$ cat config.mk
export PLATFORM = sky130hd
export DESIGN_NAME = ram_rr_controller
export DESIGN_NICKNAME = d
export VERILOG_FILES = /design/src/rtl/ram_arb_pkg.sv /design/src/rtl/ram_rr_controller_rr_arb2.sv /design/src/rtl/ram_rr_controller.sv
export SDC_FILE = /design/constraint.sdc
export NUM_CORES = 1
export LEC_CHECK = 0
export BUFFER_PORTS_ARGS = -buffer_cell sky130_fd_sc_hd__buf_2
export CORE_MARGIN = 2
export CORE_UTILIZATION = 39
export DETAILED_ROUTE_END_ITERATION = 7
export PLACE_DENSITY = 0.81
export SYNTH_ARGS = -nofsm -noshare
export SYNTH_HDL_FRONTEND = slang
export SYNTH_HIERARCHICAL = 1
export SYNTH_SLANG_ARGS = --single-unit
$ cat constraint.sdc
create_clock -name clk -period 3.3 [get_ports clk]
set_input_delay 0.165 -clock clk [delete_from_list [all_inputs] [get_ports clk]]
set_output_delay 0.165 -clock clk [all_outputs]
set_load 0.005 [all_outputs]
$ cat src/rtl/ram_arb_pkg.sv
// Shared definitions for the round-robin RAM controller: default geometry,
// sequencer state encoding and requester identifiers.
package ram_arb_pkg;

   localparam int DEF_DATA_W = 8;
   localparam int DEF_ADDR_W = 4;
   localparam int DEF_DEPTH  = 16;

   typedef enum logic {
      ST_INIT = 1'b0,
      ST_RUN  = 1'b1
   } state_t;

   localparam logic REQ0 = 1'b0;
   localparam logic REQ1 = 1'b1;

endpackage

$ cat src/rtl/ram_rr_controller_rr_arb2.sv
// Two-way round-robin arbiter with its own priority pointer; the pointer
// flips to the other requester after every grant.
module rr_arb2 (
   input  logic       clk,
   input  logic       rst_n,
   input  logic [1:0] cand,
   output logic [1:0] gnt
);

   logic ptr;

   always_comb begin
      gnt = cand;
      if (cand == 2'b11) begin
         gnt = ptr ? 2'b10 : 2'b01;
      end
   end

   always_ff @(posedge clk or negedge rst_n) begin
      if (!rst_n) begin
         ptr <= 1'b0;
      end else if (gnt[0]) begin
         ptr <= 1'b1;
      end else if (gnt[1]) begin
         ptr <= 1'b0;
      end
   end

endmodule

$ cat src/rtl/ram_rr_controller.sv
// Sequencer/arbiter in front of a dual-port RAM: zero-sweeps the RAM after
// reset, then shares the write and read ports between two requesters.
module ram_rr_controller
   import ram_arb_pkg::*;
#(
   parameter int DATA_W  = ram_arb_pkg::DEF_DATA_W,
   parameter int ADDR_W  = ram_arb_pkg::DEF_ADDR_W,
   parameter int DEPTH   = ram_arb_pkg::DEF_DEPTH,
   parameter int INIT_EN = 1
) (
   input  logic              clk,
   input  logic              rst_n,
   input  logic              req0,
   input  logic              req1,
   input  logic              we0,
   input  logic              we1,
   input  logic [ADDR_W-1:0] addr0,
   input  logic [ADDR_W-1:0] addr1,
   input  logic [DATA_W-1:0] wdata0,
   input  logic [DATA_W-1:0] wdata1,
   output logic              gnt0,
   output logic              gnt1,
   output logic              rvalid0,
   output logic              rvalid1,
   output logic [DATA_W-1:0] rdata0,
   output logic [DATA_W-1:0] rdata1,
   output logic              init_done,
   output logic              ram_wr_en,
   output logic [ADDR_W-1:0] ram_w_addr,
   output logic [DATA_W-1:0] ram_w_data,
   output logic              ram_rd_en,
   output logic [ADDR_W-1:0] ram_rd_addr,
   input  logic [DATA_W-1:0] ram_rd_data
);

   state_t            state;
   logic [ADDR_W-1:0] init_cnt;
   logic              run;
   logic [1:0]        wr_cand;
   logic [1:0]        rd_cand;
   logic [1:0]        wr_gnt;
   logic [1:0]        rd_gnt;
   logic              rd_valid_q;
   logic              rd_id_q;

   // Masking candidates outside RUN keeps both arbiters silent and their pointers frozen during INIT.
   assign run     = (state == ST_RUN);
   assign wr_cand = {req1 &  we1, req0 &  we0} & {2{run}};
   assign rd_cand = {req1 & ~we1, req0 & ~we0} & {2{run}};

   rr_arb2 u_wr_arb (
      .clk   (clk),
      .rst_n (rst_n),
      .cand  (wr_cand),
      .gnt   (wr_gnt)
   );

   rr_arb2 u_rd_arb (
      .clk   (clk),
      .rst_n (rst_n),
      .cand  (rd_cand),
      .gnt   (rd_gnt)
   );

   assign gnt0 = wr_gnt[0] | rd_gnt[0];
   assign gnt1 = wr_gnt[1] | rd_gnt[1];

   always_ff @(posedge clk or negedge rst_n) begin
      if (!rst_n) begin
         state     <= (INIT_EN != 0) ? ST_INIT : ST_RUN;
         init_cnt  <= '0;
         init_done <= 1'b0;
      end else begin
         case (state)
            ST_INIT: begin
               init_cnt <= init_cnt + 1'b1;
               if (init_cnt == ADDR_W'(DEPTH - 1)) begin
                  state     <= ST_RUN;
                  init_done <= 1'b1;
               end
            end
            ST_RUN: begin
               init_done <= 1'b1;
            end
            default: begin
               state <= ST_INIT;
            end
         endcase
      end
   end

   // The RAM answers one cycle after rd_en, so remember who asked.
   always_ff @(posedge clk or negedge rst_n) begin
      if (!rst_n) begin
         rd_valid_q <= 1'b0;
         rd_id_q    <= REQ0;
      end else begin
         rd_valid_q <= |rd_gnt;
         rd_id_q    <= rd_gnt[1] ? REQ1 : REQ0;
      end
   end

   assign rvalid0 = rd_valid_q & (rd_id_q == REQ0);
   assign rvalid1 = rd_valid_q & (rd_id_q == REQ1);
   assign rdata0  = rvalid0 ? ram_rd_data : '0;
   assign rdata1  = rvalid1 ? ram_rd_data : '0;

   always_comb begin
      ram_wr_en   = 1'b0;
      ram_w_addr  = '0;
      ram_w_data  = '0;
      ram_rd_en   = 1'b0;
      ram_rd_addr = '0;
      if (state == ST_INIT) begin
         ram_wr_en  = 1'b1;
         ram_w_addr = init_cnt;
      end else begin
         if (wr_gnt[0]) begin
            ram_wr_en  = 1'b1;
            ram_w_addr = addr0;
            ram_w_data = wdata0;
         end else if (wr_gnt[1]) begin
            ram_wr_en  = 1'b1;
            ram_w_addr = addr1;
            ram_w_data = wdata1;
         end
         if (rd_gnt[0]) begin
            ram_rd_en   = 1'b1;
            ram_rd_addr = addr0;
         end else if (rd_gnt[1]) begin
            ram_rd_en   = 1'b1;
            ram_rd_addr = addr1;
         end
      end
   end

endmodule

==> reports/metrics.yaml <==
run_status:
  status: "finished clean"
global_routing:
  antenna_found_initial: 0
  grt_pass1_vias: 1006
  grt_pass1_wl_mm: 3.86
  grt_use_total: 0.188
  grt_max_degree: 32
  overflow: 0
sta:
  rsz0062_at_grt: "false"
  hold_viol_final: 0
  worst_slew_pin_slew_ns: 0.767
  holdWs_ns: 0.197
  finalSetupTns_ns: 0
  fin_skew_ns: 0.000299
  fin_ws_ns: 0.640
  min_period_over_period: 0.806
  relSlewSlack: 0.484
  period_needed_ns: 2.66
  setup_viol: 0
  fmax_ghz: 0.376
  slew_violations: 0
critical_path:
  critical_path.max_fanout: 31
  r2r_start: "run$_DFF_PN0_"
  critPathSlowestCell: "dfrtp_1"
  crit_type: "flip-flop to primary output"
  worstSetupStartpointType: "flip-flop"
  crit_start: "run$_DFF_PN0_"
  worstSetupEndpointType: "primary output"
  crit_path_max_incr_delay_ns: 0.85
  crit_required_ns: 3.13
  worstPathArrival_ns: 2.50
  path_cells: "nand2_1, nor2_1, a21boi_0, nand2_1, a21boi_0, buf_2"
power:
  powerDensity_nw_per_um2: 252
  p_leak_nw: 0.773
  design_power_total_w: 0.000335
  ir_drop_mv: 0.134
floorplanning:
  rows: 17
  die_area_um2: 2800
  initial_core_util: 0.418
  boundaryPins: 77
  die_y_um: 53.0
  die_w_um: 53.0
  core_um2: 2230
cells_and_area:
  stdcell_area_um2: 1330
  drive_gt1_frac: 0.446
  nFillCells: 199
  layout.nets: 234
  syn2layout_area_growth_pct: 42.4
  diodes: 0
drt:
  drtIter0Drc: 6
  first_pass_iters: 3
  via_per_inst: 5.10
  drtAntennaViolNets: 0
  vias: 1127
  routedWlPerCell_um: 11.7
  wl_mm: 2.59
  drc: 0
logic_synthesis:
  synth_seq_cells: 10
  syn_inst: 119
  synthDistinctLibCells: 24
  ys_warn_count: 6
  ys_seq_area_frac: 0.268
  synth_top_cell_by_area: "dfrtp_1"
  synth.avg_cell_area_um2: 7.85
  synth_top_cell_area_share: 0.268
  synthTopCellsByArea: "dfrtp_1, nand3b_1, nand2_1"
  syn-num-nets: 158
  synth_area_um2: 935
worst_hold_path:
  min_from: "we0"
  holdCritPathClass: "input pin to flip-flop"
clock_tree:
  clock_latency_ns: 0.26
  postCtsSetupBuffers: 0
  cts_tree: "built"
  cts-root-buf: "clkbuf_4"
  cts_inserted_buffers: 3
  htree_levels: 1
  cts.sinks: 10
  clk_pin_slew_ns: 0.06
  cts.path.max_buffers: 2
placed_design:
  dpl_cell_area_um2: 1300
  place.gp.congestion: 0.718
  place_hpwl_mm: 2.09
  dp_slack_ns: 0.942
  io_buffers: 76
run:
  maxCapViolCount: 0
-- layout make-up --
class / instances / area, µm² / area share
flip-flops and latches: 10 / 250 / 0.188
clock buffers: 3 / 22.5 / 0.0169
multi-input cells: 99 / 611 / 0.459
well taps: 28 / 35.0 / 0.0263
inverters: 2 / 7.51 / 0.00564
repair buffers: 79 / 405 / 0.305
-- registers in the layout, indices dropped and copies added (netlist names) --
| register | cells |
|---|---|
| init_cnt | 4 |
| init_done | 1 |
| rd_id_q | 1 |
| rd_valid_q | 1 |
| run | 1 |
| u_rd_arb/ptr | 1 |
| u_wr_arb/ptr | 1 |
-- what timing repair did --
action / 4_1_cts / 5_1_grt
hold endpoints to repair: 10 / 0
resized for setup: 0 / 0
hold buffers: 1 / 0
-- where the power goes --
part | total (W) | internal (W) | switching (W) | leakage, nW
registers | 0.000138 | 0.000129 | 0.00000855 | 0.121
clock network | 0.0000809 | 0.0000420 | 0.0000389 | 0.0138
logic | 0.000116 | 0.0000625 | 0.0000539 | 0.639
total | 0.000335 | 0.000234 | 0.000101 | 0.773
-- synth_stat cells, drive strengths merged --
| library cell | count |
|---|---|
| nor2 | 9 |
| xnor2 | 3 |
| dfrtp | 10 |
| ha | 1 |
| or2 | 4 |
| inv | 2 |
| nand3b | 16 |
| nand4b | 1 |
| nand2b | 1 |
| and2 | 10 |
| a21oi | 2 |
| a31oi | 4 |
| and3 | 10 |
| clkbuf | 1 |
| nand2 | 19 |
| a31o | 1 |
| mux2 | 1 |
| nor2b | 1 |
| buf | 7 |
| a21boi | 16 |
-- stage by stage --
step / std cells / utilization
after global placement: 217 / 0.582
after floorplan: 119 / -
final: 221 / 0.596
after detailed placement: 217 / 0.582
after CTS: 221 / 0.596
after global routing: 221 / 0.596
-- final timing paths --
| kind | endpoint | slack, ns | depth (start not counted) |
|---|---|---|---|
| max reg2reg | rd_valid_q$_DFF_PN0_ | 1.24 | 4 |
| min | u_rd_arb/ptr$_DFFE_PN0P_ | 0.20 | 4 |
| min reg2reg | init_done$_DFFE_PN0P_ | 0.48 | 1 |
| max in group asynchronous | init_cnt[0]$_DFFE_PN0N_ | 2.81 | 2 |
| min in group asynchronous | init_done$_DFFE_PN0P_ | 0.31 | 2 |
| max | ram_rd_addr[2] | 0.64 | 6 |
-- kinds of logic (layout without fill, tap and decap cells) --
family | count (synthesis) | count (layout) | share of synthesized area
fa+ha+maj | 1 | 1 | 0.0134
buf+inv | 10 | 84 | 0.0790
simple gates | 71 | 71 | 0.424
compound gates | 23 | 23 | 0.175
mux | 1 | 1 | 0.0120
flops | 10 | 10 | 0.268
xor+xnor | 3 | 3 | 0.0281
-- layout by cell type (no fill, tap or decap), drive strengths merged --
cell type,n
xnor2,3
dfrtp,10
ha,1
a21oi,2
clkbuf,3
and2,10
nand4b,1
nor2b,1
a21boi,16
and3,10
inv,2
a31oi,4
dlygate4sd3,1
nor2,9
mux2,1
a31o,1
nand3b,16
nand2b,1
nand2,19
buf,78
or2,4
-- per-layer routing --
layer  vias to the layer above  track usage  wire length (µm)
met1                       504        0.179               985
met3                         2       0.0339               256
li1                        556            -                 -
met4                         0       0.0897                24
met2                        65        0.375              1330
met5                         -            0                 0
-- critical path: cells and delay by family, from the launching register on --
kind / cells / cell delay, ns
flip-flops: 1 / 0.85
AO/OA/AOI/OAI: 2 / 0.82
AND/OR/NAND/NOR: 3 / 0.42
buffers and inverters: 1 / 0.13
Note: power is estimated with default switching activity, not from simulation.
